### src/rtl/fixed_point_divider.sv
// Sequential unsigned fixed-point divider: result = floor((operand_1 << FBITS) / operand_2),
// one restoring-division quotient bit per clock, saturating on divide-by-zero and overflow.
module fixed_point_divider #(
  parameter int WIDTH = 32,
  parameter int FBITS = 10
) (
  input  logic             clk,
  input  logic             reset,
  input  logic             start,
  input  logic [WIDTH-1:0] operand_1,
  input  logic [WIDTH-1:0] operand_2,
  output logic             busy,
  output logic             ready,
  output logic [WIDTH-1:0] result,
  output logic             div_by_zero,
  output logic             overflow
);

  localparam int ITER  = WIDTH + FBITS;
  localparam int CNT_W = $clog2(ITER + 1);

  typedef enum logic {IDLE, RUN} state_t;

  state_t           state;
  state_t           state_nxt;
  logic [CNT_W-1:0] count;
  logic [ITER-1:0]  num_quo;
  logic [WIDTH-1:0] rem;
  logic [WIDTH-1:0] dvs;

  logic [WIDTH:0]   trial;
  logic [WIDTH:0]   diff;
  logic             qbit;
  logic [ITER-1:0]  quo_nxt;
  logic             accept;
  logic             zero_req;
  logic             last;

  function automatic logic quo_overflow(input logic [ITER-1:0] q);
    return |q[ITER-1:WIDTH];
  endfunction

  function automatic logic [WIDTH-1:0] saturate(input logic [ITER-1:0] q);
    if (quo_overflow(q))
      return {WIDTH{1'b1}};
    return q[WIDTH-1:0];
  endfunction

  // The numerator drains out of the top of num_quo while quotient bits fill in from the
  // bottom, so after ITER shifts the register holds the full quotient.
  // rem is always < dvs, so WIDTH bits hold it; the trial value and the subtraction are
  // WIDTH+1 bits wide, and a borrow out of that subtraction means trial < dvs.
  always_comb begin
    trial    = {rem, num_quo[ITER-1]};
    diff     = trial - {1'b0, dvs};
    qbit     = ~diff[WIDTH];
    quo_nxt  = {num_quo[ITER-2:0], qbit};
    accept   = (state == IDLE) && start && (operand_2 != '0);
    zero_req = (state == IDLE) && start && (operand_2 == '0);
    last     = (state == RUN) && (count == CNT_W'(1));
  end

  always_ff @(posedge clk or negedge reset) begin
    if (!reset)
      state <= IDLE;
    else
      state <= state_nxt;
  end

  always_comb begin
    state_nxt = state;
    case (state)
      IDLE:    if (accept) state_nxt = RUN;
      RUN:     if (last)   state_nxt = IDLE;
      default: state_nxt = IDLE;
    endcase
  end

  always_comb begin
    busy = (state == RUN);
  end

  always_ff @(posedge clk or negedge reset) begin
    if (!reset) begin
      count       <= '0;
      num_quo     <= '0;
      rem         <= '0;
      dvs         <= '0;
      result      <= '0;
      div_by_zero <= 1'b0;
      overflow    <= 1'b0;
      ready       <= 1'b0;
    end else begin
      ready <= 1'b0;
      if (accept) begin
        num_quo     <= {operand_1, {FBITS{1'b0}}};
        dvs         <= operand_2;
        rem         <= '0;
        count       <= CNT_W'(ITER);
        div_by_zero <= 1'b0;
        overflow    <= 1'b0;
      end else if (zero_req) begin
        result      <= {WIDTH{1'b1}};
        div_by_zero <= 1'b1;
        overflow    <= 1'b0;
        ready       <= 1'b1;
      end else if (state == RUN) begin
        rem     <= qbit ? diff[WIDTH-1:0] : trial[WIDTH-1:0];
        num_quo <= quo_nxt;
        count   <= count - CNT_W'(1);
        if (last) begin
          result   <= saturate(quo_nxt);
          overflow <= quo_overflow(quo_nxt);
          ready    <= 1'b1;
        end
      end
    end
  end

endmodule
### config.mk
export PLATFORM = sky130hd
export DESIGN_NAME = fixed_point_divider
export DESIGN_NICKNAME = d
export VERILOG_FILES = /design/src/rtl/fixed_point_divider.sv
export SDC_FILE = /design/constraint.sdc
export NUM_CORES = 1
export LEC_CHECK = 0
export ABC_AREA = 1
export CAP_MARGIN = 0
export CORE_UTILIZATION = 34
export CTS_CLUSTER_DIAMETER = 120
export DETAILED_ROUTE_END_ITERATION = 8
export GPL_TIMING_DRIVEN = 0
export PLACE_DENSITY = 0.5
export SLEW_MARGIN = 20
export SYNTH_ARGS = -nofsm -noshare
export SYNTH_HDL_FRONTEND = slang
export SYNTH_SLANG_ARGS = --single-unit
### constraint.sdc
create_clock -name clk -period 6.4 [get_ports clk]
set_clock_uncertainty 0.15 [all_clocks]
set_input_delay 1.28 -clock clk [delete_from_list [all_inputs] [get_ports clk]]
set_output_delay 1.28 -clock clk [all_outputs]
set_load 0.01 [all_outputs]
==> results.toml, run 1 <==
[outcome]
status = "complete, no violations"

[floorplanning]
die_h_um = 168.6
initial_core_util_pct = 34.81
die_area_sq_um = 28410
io_pins = 103
dieWidth_um = 168.6
row_count = 60
design.core.area_sq_um = 27100

[yosys]
yosysSeqAreaShare_pct = 39.26
synthTopCellsByArea = "dfrtp_1 (39%), nand2_1 (18%), inv_1 (9.5%)"
synth_cell_types = 44
ys_warn_count = 0
synth_common_cells = "nand2_1 (446), inv_1 (238), nand3_1 (153)"
syn_avg_cell_area_sq_um = 7.029
synthArstFlopShare_pct = 100.0
ys_ff_latch = 148
syn_area_sq_um = 9433
synth.most_common_cell = "nand2_1"
syn-num-nets = 1444
synth_top_area_share_pct = 39.26
synth_enable_flop_cells = 0
netlist_instances = 1342
yosysTopAreaCell = "dfrtp_1"
synth_ff_type = "dfrtp_1"

[place]
io_buffers = 102
dpl.hpwl_um = 22660
place_ws_ns = 2.314
gp_congestion = 0.9394

[sta]
worst_slew_pin_slew_ns = 0.7077
hold_viol = 0
slew_viol_final = 0
fin_ws_ns = 2.866
slew_headroom_pct = 52.82
fin_crit_sh_pct = 55.21
rsz0062_at_grt = "no"
min_period_ns = 3.534
setup_viol = 0
max_freq_mhz = 283.0
tns_ns = 0

[setup_path]
r2r_end = "rem[18]$_DFFE_PN0P_"
critPathLaunch = "operand_2[22]"
cp_data_required_time_ns = 6.52
critical-path-slowest-cell = "clkbuf_1"
worstPathCellList = "clkdlybuf4s50_1 > inv_1 > nand3_1 > nor3_1 > nand2_1 > nor2_1 > inv_1 > nand2_1 > buf_2 > clkbuf_1 > o21ai_0"
slowest_delay_ns = 0.54
critPathMaxFanout = 10
cp-start-kind = "input port"
r2r-start = "num_quo[41]$_DFFE_PN0P_"
reg2reg_depth = 17
crit_arrival_ns = 3.65
critical_path_buf_inv_count = 5
critPathKind = "in -> reg"
crit_family = "buffers and inverters"
r2r_slack_ns = 3.58
end_kind = "register"

[detailed_routing]
drtAntennaViolNets = 0
vias = 8733
wire_per_inst_um = 15.71
finalWirelength_um = 29060
vias_per_cell = 4.721
drtIter0Drc = 445
dr.pass1.iters = 5
drcViolationCount = 0

[run]
maxCapViolCount = 0

[clocking]
tritoncts = "built"
clkLatencyLatePin_ns = 0.44
numClockSinks = 148
cts_resized = 0
clockBufferDepth = 2
numCtsBuffers = 17
hold_buffers = 0
clockRootBuffer = "clkbuf_16"
post_cts_buffers = 0
cts.htree.levels = 4
path_clk_slew_ns = 0.08

[hold_path]
min_from = "dvs[18]$_DFFE_PN0P_"
holdPathEnd = "dvs[18]$_DFFE_PN0P_"
hp-class = "reg -> reg"
holdPathStages = 2

[global_routing]
grt_max_degree = 58
groute.usage.overall_pct = 21.54
grt_pass1_vias = 8758
grt-ovfl-total = 0
antenna_found_initial = 1
grt_pass1_wl_um = 47220

[cells_and_area]
antennaDiodeCount = 0
final_nets = 1567
n_fill_cell = 2862
utilization_pct = 42.69
drive_gt1_share_pct = 8.254
area_growth_pct = 22.64

[power_and_ir_drop]
leakage_uw = 0.006101
p_per_area_nw_per_um2 = 642.7
irDropWorstVdd_uv = 207.8
==> report_power, final <==
| group | total, uW | internal, uW | switching (uW) |
|---|---|---|---|
| Clock | 1040 | 557 | 483 |
| Combinational | 4710 | 1750 | 2960 |
| Sequential | 1680 | 1390 | 291 |
==> flip-flops by register name (all words and copies together) (netlist names) <==
register	cells
num_quo	42
dvs	32
rem	32
result	32
count	6
busy	1
div_by_zero	1
overflow	1
ready	1
==> logic make-up (layout without fill, tap and decap cells) <==
| group | Yosys count | in the layout | share of synthesized area (%) |
|---|---|---|---|
| DFF | 148 | 148 | 39.26 |
| buffers and inverters | 294 | 430 | 12.53 |
| adders and majority gates | 35 | 35 | 4.722 |
| and+or+nand+nor | 750 | 750 | 35.57 |
| xor gates and xnor gates | 12 | 12 | 1.114 |
| AOI/OAI and AO/OA | 103 | 103 | 6.791 |
==> worst min-delay path: cells and delay by family, from the launching register on <==
kind,cells,cell delay (ns)
flip-flops,1,0.35
AND/OR/NAND/NOR,1,0.05
AO/OA/AOI/OAI,1,0.05
==> per-stage QoR <==
| step | std cells | power [uW] | area [sq um] | hold WS [ns] |
|---|---|---|---|---|
| 6_report | 1850 | 7436 | 11570 | 0.3362 |
| 5_1_grt | 1850 | 8207 | 11570 | 0.3545 |
| 4_1_cts | 1850 | 7477 | 11570 | 0.3445 |
| 3_5_place_dp | 1818 | 6417 | 10980 | 0.3261 |
| 3_3_place_gp | 1816 | 6369 | 10920 | 0.3197 |
| 2_1_floorplan | 1342 | 5095 | 9433 | 0.3028 |
==> how the worst max path moves through the flow <==
stage / end / slack, ns / depth (start not counted)
finish: dvs[20]$_DFFE_PN0P_ / 2.87 / 11
global route: dvs[20]$_DFFE_PN0P_ / 2.60 / 11
CTS: dvs[20]$_DFFE_PN0P_ / 2.76 / 11
detailed placement: dvs[20]$_DFFE_PN0P_ / 2.31 / 11
global placement: rem[25]$_DFFE_PN0P_ / -2.63 / 1
floorplan: num_quo[17]$_DFFE_PN0P_ / 3.76 / 12
==> layout make-up <==
| cell class | count | area [sq um] | share of cell area (%) |
|---|---|---|---|
| plain buffers | 47 | 255.2 | 2.206 |
| clock buffers | 18 | 429.2 | 3.710 |
| clock inverters | 14 | 160.2 | 1.384 |
| inverters | 247 | 927.1 | 8.014 |
| multi-input cells | 900 | 4547 | 39.30 |
| flip-flops and latches | 148 | 3704 | 32.01 |
| well taps | 372 | 465.4 | 4.023 |
| repair buffers | 104 | 1081 | 9.345 |
==> metal layers <==
| metal | wire length [um] | track usage (%) | vias up | share of wire [%] |
|---|---|---|---|---|
| li1 | - | - | 4419 | - |
| met1 | 14080 | 29.47 | 4117 | 48 |
| met2 | 13160 | 34.66 | 168 | 45 |
| met3 | 1312 | 4.092 | 27 | 4.5 |
| met4 | 486 | 6.008 | 2 | 1.7 |
| met5 | 17 | 0 | - | 0.059 |
==> cells in the final DEF, fill, tap and decap left out, types with 2 or more instances in the layout <==
master           Yosys  layout
a21oi_2              2       2
buf_12               2       2
a21oi_1             28      28
nand4_1             14      14
inv_1              238     238
nand3_1            153     153
clkbuf_1            20      21
clkinv_4             0       3
nor2_1              64      64
and3_1               2       2
buf_16               0       2
inv_6                0       4
o22ai_1              9       9
inv_2                8       8
nor4_1               2       2
xor2_1               2       2
o21ai_0             37      37
o211ai_1             3       3
ha_1                34      34
xnor2_1             10      10
nand2_4              3       3
buf_2               19      19
nand2_1            446     446
buf_4                4       4
dfrtp_1            148     148
nand3_2             13      13
clkdlybuf4s50_1      0     101
nand2_2             25      25
nor2_2               2       2
nor3_1               5       5
clkbuf_16            0      17
nand3b_1            10      10
nand2_8              3       3
and2_1               2       2
inv_8                0       4
o22a_1              20      20
Power figures use the tool's default switching activity.
==> inputs of run 2 (changes only) <==
==> constraint.sdc (replaced) <==
create_clock -name clk -period 3.64 [get_ports clk]
set_clock_uncertainty 0.15 [all_clocks]
set_input_delay 0.728 -clock clk [delete_from_list [all_inputs] [get_ports clk]]
set_output_delay 0.728 -clock clk [all_outputs]
set_load 0.01 [all_outputs]
==> results of run 2 <==
The final DEF is identical to that of run 1. Status: complete, no violations.
Among the figures that moved: setup slack after placement 2.314 ns -> 0.1056 ns; setup slack after layout 2.866 ns -> 0.6584 ns; hold slack 0.3362 ns -> 0.01315 ns; register-to-register setup slack 3.58 ns -> 0.82 ns; total power 7436 uW -> 13070 uW; worst IR drop on VDD 207.8 uV -> 365.3 uV
